<file path="src/rtl/captura_jogada.sv">
// Button capture: 2-flop sync, debounce, one-hot check and held request for the control unit.
// Optional macro CAPTURA_JOGADA_INVALIDA_EN enables the jogada_invalida pulse on multi-button presses.
//
// state    | meaning
// SOLTO    | idle, all buttons released, waiting for any press
// CONTANDO | counting stable cycles of the latched pattern
// PRONTA   | valid single press pending (tem_jogada), waiting for aceita
// SOLTAR   | waiting for a fully debounced release before rearming
module captura_jogada #(
   parameter int unsigned DEBOUNCE_CYCLES = 50000
) (
   input  logic       clock,
   input  logic       reset,
   input  logic [8:0] botoes,
   input  logic       limpa,
   input  logic       aceita,
   output logic       tem_jogada,
   output logic [3:0] posicao,
   output logic       jogada_invalida,
   output logic [1:0] db_estado
);

   localparam int unsigned    CNT_W   = $clog2(DEBOUNCE_CYCLES);
   localparam logic [CNT_W-1:0] CNT_FIM = CNT_W'(DEBOUNCE_CYCLES - 1);

   typedef enum logic [1:0] {
      SOLTO    = 2'd0,
      CONTANDO = 2'd1,
      PRONTA   = 2'd2,
      SOLTAR   = 2'd3
   } estado_t;

   estado_t          estado_q, estado_d;
   logic [8:0]       sinc1_q, s_q;
   logic [8:0]       padrao_q, padrao_d;
   logic [CNT_W-1:0] cnt_q, cnt_d;
   logic [3:0]       posicao_q, posicao_d;
   logic             invalida_q, invalida_d;
   logic             um_quente;
   logic [3:0]       indice;

   always_ff @(posedge clock) begin
      if (reset) begin
         sinc1_q    <= '0;
         s_q        <= '0;
         estado_q   <= SOLTO;
         padrao_q   <= '0;
         cnt_q      <= '0;
         posicao_q  <= '0;
         invalida_q <= 1'b0;
      end else begin
         sinc1_q    <= botoes;
         s_q        <= sinc1_q;
         estado_q   <= estado_d;
         padrao_q   <= padrao_d;
         cnt_q      <= cnt_d;
         posicao_q  <= posicao_d;
         invalida_q <= invalida_d;
      end
   end

   assign um_quente = (padrao_q != '0) && ((padrao_q & (padrao_q - 9'd1)) == '0);

   always_comb begin
      indice = 4'd0;
      for (int i = 0; i < 9; i++) begin
         if (padrao_q[i]) indice = 4'(i);
      end
   end

   always_comb begin
      estado_d   = estado_q;
      padrao_d   = padrao_q;
      cnt_d      = cnt_q;
      posicao_d  = posicao_q;
      invalida_d = 1'b0;
      // limpa wins over aceita and over a debounce completion in the same cycle
      if (limpa) begin
         estado_d = SOLTAR;
         cnt_d    = '0;
      end else begin
         case (estado_q)
            SOLTO: begin
               if (s_q != '0) begin
                  padrao_d = s_q;
                  cnt_d    = '0;
                  estado_d = CONTANDO;
               end
            end
            CONTANDO: begin
               if (s_q != padrao_q) begin
                  estado_d = SOLTO;
               end else if (cnt_q == CNT_FIM) begin
                  cnt_d = '0;
                  if (um_quente) begin
                     posicao_d = indice;
                     estado_d  = PRONTA;
                  end else begin
`ifdef CAPTURA_JOGADA_INVALIDA_EN
                     invalida_d = 1'b1;
`else
                     invalida_d = 1'b0;
`endif
                     estado_d   = SOLTAR;
                  end
               end else begin
                  cnt_d = cnt_q + CNT_W'(1);
               end
            end
            PRONTA: begin
               if (aceita) begin
                  estado_d = SOLTAR;
                  cnt_d    = '0;
               end
            end
            SOLTAR: begin
               if (s_q != '0) begin
                  cnt_d = '0;
               end else if (cnt_q == CNT_FIM) begin
                  cnt_d    = '0;
                  estado_d = SOLTO;
               end else begin
                  cnt_d = cnt_q + CNT_W'(1);
               end
            end
            default: begin
               estado_d = SOLTO;
               cnt_d    = '0;
            end
         endcase
      end
   end

   assign tem_jogada      = (estado_q == PRONTA);
   assign db_estado       = estado_q;
   assign posicao         = posicao_q;
   assign jogada_invalida = invalida_q;

endmodule

</file>
<file path="config.mk">
export PLATFORM = sky130hd
export DESIGN_NAME = captura_jogada
export DESIGN_NICKNAME = d
export VERILOG_FILES = /design/src/rtl/captura_jogada.sv
export SDC_FILE = /design/constraint.sdc
export NUM_CORES = 1
export LEC_CHECK = 0
export CAP_MARGIN = 30
export CORE_MARGIN = 2
export CORE_UTILIZATION = 50
export CTS_CLUSTER_DIAMETER = 200
export DETAILED_ROUTE_END_ITERATION = 8
export GPL_ROUTABILITY_DRIVEN = 0
export PLACE_DENSITY = 0.78
export SYNTH_ARGS = -nofsm -noshare
export SYNTH_HDL_FRONTEND = slang
export SYNTH_SLANG_ARGS = --single-unit
</file>
<file path="constraint.sdc">
create_clock -name clock -period 1.75 [get_ports clock]
set_input_delay 0.2625 -clock clock [delete_from_list [all_inputs] [get_ports clock]]
set_output_delay 0.2625 -clock clock [all_outputs]
set_load 0.01 [all_outputs]
</file>
==> out/results.txt, run 1 <==
status: complete, but fails checks
failing checks: negative setup slack
Clock Skew: 0.00353 ns
num rows: 25
final setup violation count: 21
CTS Sinks: 49
final WL: 9.73 mm
switching share of total power: 0.324
synth unique cells: 58
Int Power: 1.74 mW
initial antenna violation count: 0
chip height: 75.0 um
post-route cell area: 3890 sq um
post-route ant nets: 0
residual DRC count: 0
All-Layer GR Usage: 0.306
Most used DFF post-synth: dfxtp_1
CP Data Required Time: 1.95 ns
first-pass iteration count of the detailed router: 7
top cell type's share of synthesized area: 0.389
H-tree level count: 2
register-to-register setup slack: -0.35 ns
clock latency on the worst-skew pair: 0.32 ns
port bufs: 19
CTS root buf: clkbuf_8
Max Root-Sink Buffers: 2
Ant. Diodes: 0
placed cell count: 416
die span in x: 75.0 um
period utilisation layout: 1.20
Hold Crit Class: reg2reg
drt wl/cell: 22.1 um
DP HPWL: 4.70 mm
setup ws final: -0.354 ns
PD cells: 660 nW/um^2
Leakage: 1.52 nW
Worst-path clk slew: 0.11 ns
MaxCap Viol Count: 0
Worst setup SP type: register
global-route wire length before repair: 12.9 mm
type of destination of the critical path: register
# fillers: 255
syn_nets: 291
drt initial violations: 409
Clock Power Share: 0.301
vias in the first global route: 2700
asr flop ratio synth: 0
Peak VDD IR: 0.535 mV
Peak Freq: 475 MHz
Area growth, synth to finish: 54.4%
number of flops mapped to enable cells by yosys: 0
Post-Synthesis Cells: 277
RSZ-0062 raised after global routing: true
CTS tree: done
fin util: 0.813
Vias/cell: 6.73
CTS Buf Count: 5
Ys Warns: 0
critical path arrival: 2.31 ns
Die ar.: 5620 sq um
routed vias: 2962
Switching Power: 831 uW
register share of total power: 0.457
Comb power frac: 0.242
core area: 4790 sq um
dominant cell type by area after synthesis: dfxtp_1
crit-path max FO: 6
largest net degree at the start of global routing: 23
final-report max-slew violation count: 0
Synth area leaders: dfxtp_1 39%, nor2b_1 4.5%, xor2_1 3.5%, mux2i_1 3.2%, nor2_1 3.0%
Nets: 386
Mapped Area: 2520 sq um
Post-CTS Hold Buffers: 0
minimum clock period: 2.10 ns
Avg Cell Area, Syn: 9.10 sq um
Starting Density: 0.527
GRT overflow: 0
number of top-level pins: 21
sequential share of the synthesized area: 0.389
share of cells above drive strength 1: 0.461
synthesized flop and latch total: 49
crit path kind: reg2reg
fin cells: 440
Hold Violations, Final: 0
total power: 2.57 mW
hold slack: 0.446 ns
placed cell area: 3250 sq um
==> Yosys cell counts, types with 2 or more instances <==
master and count:
nand4_1 5, nor2b_1 18, nor2_1 20, and3_1 3, o21ai_0 12, nand4b_1 2
mux2i_1 8, xor2_1 10, o41ai_1 2, o21ai_1 3, o311ai_0 4, a21oi_1 11
dfxtp_1 49, nor3_1 5, buf_4 2, or3_1 2, nand2b_1 4, nand2_1 15
nand3_1 10, nor3_2 5, nor4_1 12, buf_2 3, maj3_1 2, a211oi_1 6
or2_2 2, inv_1 8, and2_1 2, nor4_4 3, nand4bb_1 6, o31ai_1 5
o311ai_1 5, clkbuf_1 7
==> kinds of logic after synthesis <==
family,synth area share
XOR/XNOR,0.0348
buffers and inverters,0.0407
AND/OR/NAND/NOR,0.313
AO/OA/AOI/OAI,0.176
other,0.00149
multiplexers,0.0318
flip-flops,0.389
adder cells (fa/ha/maj),0.0129
==> sequential cells by signal (all words and copies together) (netlist names) <==
register and cells:
sinc1_q 9, s_q 9, posicao 4, db_estado 2, cnt_q 16, padrao_q 9
==> path summary, 6_finish.rpt <==
kind / depth (start not counted) / start / endpoint
worst max register to register: 8 / cnt_q[1]$_SDFFE_PP0P_ / cnt_q[10]$_SDFFE_PP0P_
worst max-delay path: 8 / cnt_q[1]$_SDFFE_PP0P_ / cnt_q[10]$_SDFFE_PP0P_
worst min-delay path: 1 / sinc1_q[3]$_SDFF_PP0_ / s_q[3]$_SDFF_PP0_
worst min register to register: 1 / sinc1_q[3]$_SDFF_PP0_ / s_q[3]$_SDFF_PP0_
==> final cells by class <==
type	count	area, sq um	share of cell area
inverter	8	30.0	0.00772
timing repair buffer	102	868	0.223
multi-input combinational	206	1790	0.461
tap	67	83.8	0.0215
clock buffer	5	68.8	0.0177
sequential	49	1020	0.261
clock inverter	3	28.8	0.00740
==> placed cells by master, fill, tap and decap left out, types with 5 or more instances in the layout <==
master and count:
nand4_1 5, o311ai_1 6, nor4_1 7, dfxtp_1 32, dfxtp_2 11, buf_4 68
a21oi_1 9, nor2_1 17, mux2i_1 7, nand2_1 13, buf_6 15, dfxtp_4 6
nand3_1 6, clkbuf_8 5, nor2b_1 18, inv_1 8, nor4_4 5, o21ai_1 13
nand4bb_1 6, clkdlybuf4s50_1 18
==> power groups by stage <==
stage | clock network, mW | registers [mW] | logic (mW)
floorplan | 0 | 1.19 | 0.247
global placement | 0 | 1.19 | 0.426
detailed placement | 0 | 1.19 | 0.435
CTS | 0.763 | 1.17 | 0.495
global route | 0.816 | 1.18 | 0.644
finish | 0.773 | 1.17 | 0.622
==> stage by stage <==
step	setup WS [ns]	TNS, ns
final	-0.354	-3.40
after global routing	-0.389	-5.05
after CTS	-0.133	-1.10
after detailed placement	-0.182	-1.79
after floorplan	-0.0983	-0.873
after global placement	-0.119	-0.851
==> per-layer routing <==
| metal | wire length, um | track usage |
|---|---|---|
| met3 | 1010 | 0.0843 |
| met1 | 3720 | 0.373 |
| met2 | 4380 | 0.491 |
| met4 | 608 | 0.163 |
| met5 | 0 | 0 |
==> critical path: stages (launching register included) <==
cell and delay [ns]:
dfxtp_2 0.36, ha_2 0.21, nand3_1 0.17, nor4_4 0.38, buf_6 0.19, buf_6 0.13
nor4_1 0.06, o311ai_1 0.35, o41ai_2 0.14
==> timing repair <==
| action | 4_1_cts | 5_1_grt |
|---|---|---|
| pin swaps | 26 | 20 |
| cloned | 2 | 1 |
| endpoints found under the setup margin | 22 | 31 |
| endpoints found under the hold margin | 0 | 0 |
| setup buffers | 5 | 8 |
| gates resized for setup | 61 | 53 |
Note: power is estimated with default switching activity, not from simulation.
==> run 2, diff against run 1 <==
--- a/config.mk
+++ b/config.mk
@@ -12,6 +12,7 @@
 export DETAILED_ROUTE_END_ITERATION = 8
 export GPL_ROUTABILITY_DRIVEN = 0
 export PLACE_DENSITY = 0.78
+export SLEW_MARGIN = 20
 export SYNTH_ARGS = -nofsm -noshare
 export SYNTH_HDL_FRONTEND = slang
 export SYNTH_SLANG_ARGS = --single-unit
==> results of run 2 <==
The final DEF is identical to that of run 1; final timing and power are the same.
==> run 3, diff against run 2 <==
--- a/config.mk
+++ b/config.mk
@@ -5,6 +5,7 @@
 export SDC_FILE = /design/constraint.sdc
 export NUM_CORES = 1
 export LEC_CHECK = 0
+export ABC_AREA = 0
 export CAP_MARGIN = 30
 export CORE_MARGIN = 2
 export CORE_UTILIZATION = 50
@@ -12,7 +13,6 @@
 export DETAILED_ROUTE_END_ITERATION = 8
 export GPL_ROUTABILITY_DRIVEN = 0
 export PLACE_DENSITY = 0.78
-export SLEW_MARGIN = 20
 export SYNTH_ARGS = -nofsm -noshare
 export SYNTH_HDL_FRONTEND = slang
 export SYNTH_SLANG_ARGS = --single-unit
==> results of run 3 <==
The final DEF is identical to that of run 1; final timing and power are the same.
